### config.mk
export PLATFORM = sky130hd
export DESIGN_NAME = event_timestamp_fifo
export DESIGN_NICKNAME = d
export VERILOG_FILES = /design/src/rtl/event_timestamp_fifo.sv
export SDC_FILE = /design/constraint.sdc
export NUM_CORES = 1
export LEC_CHECK = 0
export ABC_AREA = 1
export BUFFER_PORTS_ARGS = -buffer_cell sky130_fd_sc_hd__clkbuf_2
export CORE_MARGIN = 10
export CORE_UTILIZATION = 50
export DETAILED_ROUTE_END_ITERATION = 10
export GPL_TIMING_DRIVEN = 0
export PLACE_DENSITY = 0.75
export SLEW_MARGIN = 40
export SYNTH_ARGS = -nofsm -noshare
export SYNTH_HDL_FRONTEND = slang
export SYNTH_SLANG_ARGS = --single-unit
### constraint.sdc
create_clock -name clk -period 8.2 [get_ports clk]
set_clock_uncertainty 0.05 [all_clocks]
set_input_delay 1.64 -clock clk [delete_from_list [all_inputs] [get_ports clk]]
set_output_delay 1.64 -clock clk [all_outputs]
set_load 0.01 [all_outputs]
### src/rtl/event_timestamp_fifo.sv
// Event timestamper: stamps accepted event pulses with a free-running counter, applies a
// holdoff dead time and buffers stamps in a FIFO. Define EVENT_TS_DROP_COUNT_EN for drop_count.
module event_timestamp_fifo #(
  parameter int TS_WIDTH = 32,
  parameter int DEPTH    = 16,
  parameter int HOLDOFF  = 8
) (
  input  logic                   clk,
  input  logic                   reset_n,
  input  logic                   ev_pulse,
  input  logic                   enable,
  input  logic                   ts_clear,
  input  logic                   rd_en,
  output logic [TS_WIDTH-1:0]    rd_data,
  output logic                   rd_valid,
  output logic                   empty,
  output logic                   full,
  output logic [$clog2(DEPTH):0] count,
  output logic                   overflow,
  input  logic                   overflow_clr
`ifdef EVENT_TS_DROP_COUNT_EN
  ,
  output logic [15:0]            drop_count
`endif
);

  localparam int AW = $clog2(DEPTH);
  localparam int HW = (HOLDOFF > 1) ? $clog2(HOLDOFF) : 1;
  localparam logic [HW-1:0] HOLD_INIT = (HOLDOFF > 0) ? HW'(HOLDOFF - 1) : '0;
  localparam logic [AW:0]   FULL_CNT  = (AW + 1)'(DEPTH);

  typedef enum logic {IDLE, HOLD} state_t;

  state_t               state_q, state_d;
  logic [HW-1:0]        hcnt_q, hcnt_d;
  logic [TS_WIDTH-1:0]  ts_q, ts_d;
  logic [TS_WIDTH-1:0]  mem_q [DEPTH];
  logic [AW-1:0]        wr_ptr_q, rd_ptr_q;
  logic [AW:0]          count_q, count_d;
  logic                 empty_q, full_q, overflow_q, overflow_d;
  logic [TS_WIDTH-1:0]  rd_data_q;
  logic                 rd_valid_q;
  logic                 accept, pop, push, lost_full;

  // Timestamp counter: clear beats enable; the stamp uses the pre-edge value.
  always_comb begin
    ts_d = ts_q;
    if (ts_clear)    ts_d = '0;
    else if (enable) ts_d = ts_q + 1'b1;
  end

  always_comb begin
    state_d = state_q;
    hcnt_d  = hcnt_q;
    accept  = 1'b0;
    case (state_q)
      IDLE: begin
        if (ev_pulse && enable) begin
          accept = 1'b1;
          if (HOLDOFF != 0) begin
            state_d = HOLD;
            hcnt_d  = HOLD_INIT;
          end
        end
      end
      HOLD: begin
        if (hcnt_q == '0) state_d = IDLE;
        else              hcnt_d  = hcnt_q - 1'b1;
      end
      default: state_d = IDLE;
    endcase
  end

  assign pop       = rd_en && !empty_q;
  assign push      = accept && (!full_q || pop);
  assign lost_full = accept && full_q && !pop;

  always_comb begin
    count_d = count_q;
    case ({push, pop})
      2'b10:   count_d = count_q + 1'b1;
      2'b01:   count_d = count_q - 1'b1;
      default: count_d = count_q;
    endcase
  end

  // A fresh loss wins over a same-cycle clear.
  always_comb begin
    overflow_d = overflow_q;
    if (lost_full)         overflow_d = 1'b1;
    else if (overflow_clr) overflow_d = 1'b0;
  end

  always_ff @(posedge clk or negedge reset_n) begin
    if (!reset_n) begin
      state_q    <= IDLE;
      hcnt_q     <= '0;
      ts_q       <= '0;
      wr_ptr_q   <= '0;
      rd_ptr_q   <= '0;
      count_q    <= '0;
      empty_q    <= 1'b1;
      full_q     <= 1'b0;
      overflow_q <= 1'b0;
      rd_data_q  <= '0;
      rd_valid_q <= 1'b0;
    end else begin
      state_q    <= state_d;
      hcnt_q     <= hcnt_d;
      ts_q       <= ts_d;
      count_q    <= count_d;
      empty_q    <= (count_d == '0);
      full_q     <= (count_d == FULL_CNT);
      overflow_q <= overflow_d;
      rd_valid_q <= pop;
      if (push) wr_ptr_q <= wr_ptr_q + 1'b1;
      if (pop) begin
        rd_ptr_q  <= rd_ptr_q + 1'b1;
        rd_data_q <= mem_q[rd_ptr_q];
      end
    end
  end

  // Storage array kept reset-free; when full, a same-cycle pop reads the old entry first.
  always_ff @(posedge clk) begin
    if (push) mem_q[wr_ptr_q] <= ts_q;
  end

`ifdef EVENT_TS_DROP_COUNT_EN
  logic [15:0] drop_q, drop_d;
  logic        lost;

  assign lost = lost_full || (ev_pulse && enable && (state_q == HOLD));

  always_comb begin
    drop_d = drop_q;
    if (overflow_clr)                  drop_d = lost ? 16'd1 : 16'd0;
    else if (lost && drop_q != 16'hFFFF) drop_d = drop_q + 16'd1;
  end

  always_ff @(posedge clk or negedge reset_n) begin
    if (!reset_n) drop_q <= '0;
    else          drop_q <= drop_d;
  end

  assign drop_count = drop_q;
`endif

  assign rd_data  = rd_data_q;
  assign rd_valid = rd_valid_q;
  assign empty    = empty_q;
  assign full     = full_q;
  assign count    = count_q;
  assign overflow = overflow_q;

endmodule

==> results.txt, run 1 <==
----------------------------------------------------
[STA]
  Setup-violating endpoint count in the final report ... 0
  Total Neg Setup Slack ... 0 ns
  Worst slew pin tran ... 0.9200 ns
  Period Utilization, post-route ... between 40% and 50%
  Fmax ... ~0.26 GHz
  Max_slew headroom ... a little under 40%
  Number of endpoints with negative hold slack in the final report ... 0
  Time the worst path needs with I/O delays and setup ... roughly 3.9 ns
  Setup repair after global routing missed its margin ... false
  Final-report max-slew violation count ... 0

[Synthesis]
  Number of register bits inferred by synthesis ... 597
  Total nets after synthesis ... 2192
  Largest cells by area after synthesis ... sky130_fd_sc_hd__edfxtp_1 (62%), sky130_fd_sc_hd__nand2_1 (11%), sky130_fd_sc_hd__dfrtp_1 (8.5%)
  Synthesized area divided by synthesized cell count ... ~11 um2
  Portion of the post-synthesis area used by sequential elements ... between 70 and 80%
  Mapped cell area ... 24620 um2
  Library cell with the largest summed area after synthesis ... sky130_fd_sc_hd__edfxtp_1
  Area share of the largest cell type after synthesis ... around 62%
  Count of different cell masters after synthesis ... 40
  Mapped Cells ... 2174
  Yosys synthesis warning count ... 0

[Worst setup path]
  Endpoint required time on the critical path ... a little under 9 ns
  Worst setup path category ... input port to flip-flop
  Start point of the critical path ... rd_en
  Crit start category ... input port
  Largest fanout of any net on the critical path ... 12
  Crit. End Element ... flip-flop
  R2r startpoint ... empty
  Arrival time at the worst endpoint ... roughly 4.4 ns

[Floorplanning]
  Die outline width ... between 200 and 250 um
  Die Ht ... 241.9 um
  Ports placed on the boundary ... between 40 and 50
  DIE AREA ... around 59000 um2
  Number of standard-cell rows in the floorplan ... between 80 and 90
  Initial standard-cell utilization of the core ... between 50% and 60%
  Floorplan core area ... just under 50000 um2

[Route]
  Routed WL ... 67940 um
  Detailed-route via count ... 17490
  Remaining design rule violation count ... 0
  Count of routing violations after the opening detailed-route iteration ... ~2300
  Iteration count of the initial detailed-routing pass ... 8
  Average wire length per cell after detail routing ... between 20 and 25 um
  Count of nets left with antenna violations after detail routing ... 0
  Via density per instance ... ~5.8

[Global routing]
  Number of global-route vias before repair ... about 17000
  Initial antenna violation count ... 1
  Pin count of the biggest net entering global routing ... 62
  First-pass GRT wire length ... slightly above 100000 um
  Gr ovfl total ... 0
  Combined global-route utilization of all metal layers ... around 23%

[Clocking]
  Worst skew pair latency ... around 0.62 ns
  Clock slew at reported path FFs ... 0.05 ns
  Number of gates resized after CTS ... 0
  Total number of H-tree levels ... 2
  Buffer type at the clock tree root ... sky130_fd_sc_hd__clkbuf_16
  Post-cts hold buffer count ... 0
  Post-CTS Setup Bufs ... 0
  Number of buffers created by CTS ... 57
  Clock Sink Count ... between 500 and 600
  CTS tree ... yes
  Maximum count of clock buffers along a single path ... 3

[Cells and area]
  Antenna cell count ... 0
  Proportion of layout cells with a drive suffix above 1 ... about 12%
  Most used cells in the layout excluding fill and tap cells ... sky130_fd_sc_hd__nand2_1 (704), sky130_fd_sc_hd__edfxtp_1 (512), sky130_fd_sc_hd__nand3_1 (410), sky130_fd_sc_hd__nor2_1 (85), sky130_fd_sc_hd__a21oi_1 (85)
  Fillcell total ... ~3900
  Synth-to-layout area growth ... 14.96%
  # nets final ... 2331
  Most common cell after layout, fill and taps aside ... sky130_fd_sc_hd__nand2_1
  Final standard cell count with taps included and fillers excluded ... roughly 3000

[Hold path]
  Worst hold start ... hcnt_q[2]
  Worst Hold Class ... flip-flop to flip-flop

[Placement]
  Number of placed instances, taps included ... around 3000
  Global placer's final weighted congestion ... around 0.85
  I/O Buffers ... 47
  Final HPWL DP ... 45370 um

[Run]
  Max-capacitance violation count ... 0

[Outcome]
  Result of the run ... complete, no violations

[Power]
  IR drop worst, VDD ... ~0.24 mV
  Pwr/cell area ... about 330 nW/um2
  Leakage dissipation ... approximately 11 nW

----------------------------------------------------
-- cells in the mapped netlist, drive strengths merged --
library cell    n
nor4            1
nand3         412
ha             11
nand2         711
a21oi          85
nand4          13
o22ai           1
and2            2
nor2          116
dfrtp          84
or2             2
clkbuf         21
o21ai          20
nor3            7
xor2            6
a31oi           1
a21o            1
and3            1
inv            65
xnor2           2
dfstp           1
buf            94
edfxtp        512
o221ai          1
o21a            4
-- report_power, final --
| group | internal (mW) | leakage [nW] | total, mW | switching [mW] |
|---|---|---|---|---|
| clock | 1.44 | 0.869 | 2.54 | 1.10 |
| sequential | 3.47 | 5.98 | 3.58 | 0.112 |
| combinational | 0.897 | 4.08 | 3.15 | 2.25 |
| total | 5.81 | 10.9 | 9.27 | 3.46 |
-- flip-flops by register name (all words and copies together), names as in the netlist --
name / cells
mem_q: 512
rd_data: 32
ts_q: 32
count: 5
rd_ptr_q: 4
wr_ptr_q: 4
hcnt_q: 3
empty: 1
full: 1
overflow: 1
rd_valid: 1
state_q: 1
-- per-layer routing --
metal  track usage (%)  vias up  wire, um
li1                  -     7812         -
met5                 0        -         7
met1             29.34     8437     25570
met2             37.26     1061     32650
met3             4.178      175      7144
met4             9.728        2      2576
-- worst paths after layout --
| path | to | depth (start not counted) | slack, ns |
|---|---|---|---|
| max in group asynchronous | rd_data[18] | 2 | 6.59 |
| worst min-delay path | hcnt_q[2] | 2 | 0.43 |
| min in group asynchronous | wr_ptr_q[3] | 1 | 0.86 |
| worst max-delay path | full | 17 | 4.29 |
| worst max register to register | full | 15 | 5.04 |
| worst min register to register | hcnt_q[2] | 2 | 0.43 |
-- critical path, stage by stage --
cell and delay (ns):
sky130_fd_sc_hd__clkbuf_2 0.08, sky130_fd_sc_hd__inv_1 0.02, sky130_fd_sc_hd__or2_1 0.18, sky130_fd_sc_hd__buf_2 0.25, sky130_fd_sc_hd__inv_2 0.29, sky130_fd_sc_hd__buf_2 0.43
sky130_fd_sc_hd__ha_1 0.34, sky130_fd_sc_hd__nand2_1 0.09, sky130_fd_sc_hd__inv_1 0.08, sky130_fd_sc_hd__nor2_1 0.06, sky130_fd_sc_hd__ha_1 0.26, sky130_fd_sc_hd__nand2_1 0.06
sky130_fd_sc_hd__nand2_1 0.05, sky130_fd_sc_hd__or2_1 0.23, sky130_fd_sc_hd__nor2_1 0.10, sky130_fd_sc_hd__nand3_1 0.10, sky130_fd_sc_hd__nor2_1 0.12
-- cells by family (layout without fill, tap and decap cells) --
kind of cell | after synthesis | after routing | synth area share [%]
AO/OA/AOI/OAI | 113 | 113 | 2.373
XOR/XNOR | 8 | 8 | 0.2846
adder cells (fa/ha/maj) | 11 | 11 | 0.5590
buffers and inverters | 180 | 367 | 3.349
flip-flops | 597 | 597 | 71.09
AND/OR/NAND/NOR | 1265 | 1265 | 22.34
-- cell type report --
cell class	count	area, um2	share of cell area, %
Multi-Input combinational cell	1397	6414	22.66
Tap cell	664	830.8	2.935
Sequential cell	597	17500	61.84
Buffer	115	585.6	2.069
Clock buffer	83	1607	5.676
Timing Repair Buffer	80	939.7	3.320
Clock inverter	24	180.2	0.6366
Inverter	65	244.0	0.8620
-- stage by stage --
stage	cell area (um2)	hold WS (ns)	setup WS, ns	util [%]	power, mW
after CTS	28300	0.4432	4.349	57.94	9.239
after global placement	25690	0.4146	1.994	52.58	6.573
after global routing	28300	0.4846	4.015	57.94	9.710
after floorplan	24620	0.4015	3.916	-	5.521
after detailed placement	26520	0.4316	3.729	54.28	6.729
final	28300	0.4339	4.289	57.94	9.269
Note: power is estimated with default switching activity, not from simulation.
==> inputs of run 2 (changes only) <==
Settings changed: PLACE_DENSITY 0.75 to 0.77.
Clock period 8.2 ns to 3.5 ns, I/O delays scaled along.
==> run 2 against run 1 <==
Sequential share of layout area increased by 0.098 points. Sequential power increased by 130%. Worst setup slack worse by 4.0 ns. Utilization is 0.092 points lower. Clock power rose by 130%. Cell area shrank 0.16%. Final cell count is the same. Global-route usage increased by 0.090 points. Flip-flop and latch count stayed put. Combinational power grew 140%. Critical path depth fell by 2. Count of clock-buffer cells in the layout increased by 11.
==> results.txt, run 2 (synthesis gave the netlist of run 1 again) <==
----------------------------------------------------
[Route]
  Remaining design rule violation count ... 0 (unchanged)
  Count of nets left with antenna violations after detail routing ... 0 (unchanged)
  Count of routing violations after the opening detailed-route iteration ... 2213 (-3.6%)
  Routed WL ... 68400 um (+0.67%)
  Average wire length per cell after detail routing ... 22.61 um (+0.67%)
  Detailed-route via count ... 17780 (+1.7%)
  Iteration count of the initial detailed-routing pass ... 6 (-2)
  Via density per instance ... 5.877 (+1.7%)

[STA]
  Final-report max-slew violation count ... 0 (unchanged)
  Period Utilization, post-route ... 90.60%
  Setup-violating endpoint count in the final report ... 0 (unchanged)
  Fmax ... 0.3154 GHz
  Worst slew pin tran ... 0.8874 ns (-0.03256 ns)
  Number of endpoints with negative hold slack in the final report ... 0 (unchanged)
  Worst hold margin ... 0.2526 ns (-0.1814 ns)
  Time the worst path needs with I/O delays and setup ... approximately 3.2 ns
  Final critical-path setup slack ... 0.3290 ns (-3.960 ns)
  Max_slew headroom ... 40.84% (+2.2 points)
  Setup repair after global routing missed its margin ... false

[Global routing]
  Initial antenna violation count ... 1 (unchanged)
  Gr ovfl total ... 0 (unchanged)
  Pin count of the biggest net entering global routing ... 63 (+1.6%)
  Combined global-route utilization of all metal layers ... 22.84% (+0.090 points)
  First-pass GRT wire length ... 103000 um (+0.58%)
  Number of global-route vias before repair ... 17600 (+2.3%)

[Placement]
  Global placer's final weighted congestion ... 0.8598 (+1.2%)
  Setup slack at placement ... -0.02864 ns (-3.758 ns)
  Number of placed instances, taps included ... 2918 (unchanged)
  I/O Buffers ... 47 (unchanged)
  Final HPWL DP ... 45750 um (+0.83%)

[Clocking]
  Number of buffers created by CTS ... 57 (unchanged)
  Buffer type at the clock tree root ... sky130_fd_sc_hd__clkbuf_16
  Clock Sink Count ... 597 (unchanged)
  Clock slew at reported path FFs ... 0.06 ns (about the same)
  Maximum count of clock buffers along a single path ... 3 (unchanged)
  CTS tree ... yes
  Worst skew pair latency ... 0.62 ns (about the same)
  Total number of H-tree levels ... 2 (unchanged)

[Power]
  IR drop worst, VDD ... 0.5794 mV (+140%)
  Power share of the combinational group ... 34.3% (+0.3 points)
  Net switching power ... 8.137 mW (+140%)
  Clock network power share ... 27.0% (-0.4 points)
  Pwr/cell area ... 766.3 nW/um2 (+130%)
  Leakage dissipation ... 10.90 nW (-0.19%)
  Internal Pwr Total ... 13.52 mW (+130%)
  Total power of the final layout ... 21.66 mW (+130%)
  Share of total power in sequential cells ... 38.7% (about the same)
  Net Sw Frac ... 37.57% (+0.23 points)

[Cells and area]
  Most used cells in the layout excluding fill and tap cells ... sky130_fd_sc_hd__nand2_1 (704), sky130_fd_sc_hd__edfxtp_1 (512), sky130_fd_sc_hd__nand3_1 (410), sky130_fd_sc_hd__nor2_1 (85), sky130_fd_sc_hd__a21oi_1 (85)
  Register name with the most flops ... mem_q
  Most common cell after layout, fill and taps aside ... sky130_fd_sc_hd__nand2_1
  # nets final ... 2332 (+0.043%)
  Final standard cell count with taps included and fillers excluded ... 3025 (unchanged)
  Synth-to-layout area growth ... 14.77%
  Proportion of layout cells with a drive suffix above 1 ... 12.50% (+0.13 points)
  Flip-flop count of the largest register, all copies and words added ... 512 (unchanged)
  Fin util ... 57.85% (-0.092 points)

[Worst setup path]
  Critical path endpoint ... full
  Largest fanout of any net on the critical path ... 12 (unchanged)
  Cells on worst reg2reg path ... 15 (unchanged)
  Start point of the critical path ... empty
  End of the worst register-to-register path ... full
  R2r startpoint ... empty
  Arrival time at the worst endpoint ... 3.66 ns (-0.74 ns)
  Setup slack of the worst register-to-register path ... 0.33 ns (-4.71 ns)
  Crit start category ... flip-flop
  Worst setup path category ... flip-flop to flip-flop
  Crit. End Element ... flip-flop
  Endpoint required time on the critical path ... 3.99 ns (-4.70 ns)

[Floorplanning]
  Number of standard-cell rows in the floorplan ... 81 (unchanged)
  DIE AREA ... 58520 um2 (unchanged)
  Floorplan core area ... 48850 um2 (unchanged)
  Die Ht ... 241.9 um (unchanged)
  Initial standard-cell utilization of the core ... 50.40% (unchanged)
  Die outline width ... 241.9 um (unchanged)
  Ports placed on the boundary ... 48 (unchanged)

[Run]
  Max-capacitance violation count ... 0 (unchanged)

[Outcome]
  Result of the run ... complete, no violations

[Hold path]
  Worst Hold Class ... input port to flip-flop

----------------------------------------------------
==> run 2: changes by cell type in the layout (fill, tap and decap cells not counted), sizes merged <==
cell,before,now
dlygate4sd3,0,1
diode,0,1
clkbuf,151,162
bufinv,3,1
clkinv,20,10
inv,66,65
==> run 2: final cells by class <==
cell class	count	area [um2]
clock inverters	11	77.57
inverters	65	244.0
clock buffers	94	1665
fillers	3859	20590
plain buffers	115	584.3
well taps	664	830.8
flip-flops and latches	597	17500
diodes	1	2.502
repair buffers	81	937.1
multi-input cells	1397	6414
==> run 2: worst min-delay path by stage <==
stage | cells after the start | to | start | slack (ns)
after floorplan | 0 | count[0] | reset_n | 0.35
after detailed placement | 2 | hcnt_q[2] | hcnt_q[2] | 0.46
final | 2 | overflow | overflow_clr | 0.25
after CTS | 2 | overflow | overflow_clr | 0.24
after global routing | 2 | overflow | overflow_clr | 0.25
after global placement | 2 | hcnt_q[2] | hcnt_q[2] | 0.41
==> run 2: per-layer routing <==
metal | track usage, % | routed length (um) | up-vias
met5 | 0 | 13 | -
met4 | 10.43 | 3199 | 2
met3 | 5.445 | 7759 | 232
met2 | 37.89 | 32760 | 1169
met1 | 27.95 | 24670 | 8567
li1 | - | - | 7809
==> run 2: critical path, cell delays in order, from the launching register on <==
cell and delay (ns):
sky130_fd_sc_hd__dfstp_2 0.37, sky130_fd_sc_hd__or2_1 0.21, sky130_fd_sc_hd__buf_2 0.23, sky130_fd_sc_hd__inv_2 0.27
sky130_fd_sc_hd__buf_2 0.41, sky130_fd_sc_hd__ha_1 0.34, sky130_fd_sc_hd__nand2_1 0.12, sky130_fd_sc_hd__inv_1 0.08
sky130_fd_sc_hd__nor2_1 0.06, sky130_fd_sc_hd__ha_1 0.27, sky130_fd_sc_hd__nand2_1 0.06, sky130_fd_sc_hd__nand2_1 0.06
sky130_fd_sc_hd__or2_1 0.22, sky130_fd_sc_hd__nor2_1 0.10, sky130_fd_sc_hd__nand3_1 0.11, sky130_fd_sc_hd__nor2_1 0.11
==> run 2: power by group through the flow <==
stage	Combinational (mW)	Clock (mW)	Sequential, mW
2_1_floorplan	4.35	0	8.59
5_1_grt	8.04	6.18	8.43
3_5_place_dp	7.21	0	8.53
4_1_cts	7.29	5.86	8.39
6_report	7.42	5.85	8.39
3_3_place_gp	6.82	0	8.53
==> run 2: through the flow <==
stage	TNS, ns	cell area [um2]
2_1_floorplan	0	24620
3_3_place_gp	-777.30	25690
3_5_place_dp	-0.04636	26500
4_1_cts	0	28260
5_1_grt	0	28260
6_report	0	28260
==> run 2: what timing repair did <==
action / 4_1_cts / 5_1_grt
resized for setup: 0 / 0
hold buffers: 1 / 0
endpoints found under the hold margin: 23 / 0
buffers inserted: 0 / 0
endpoints found under the setup margin: 0 / 0
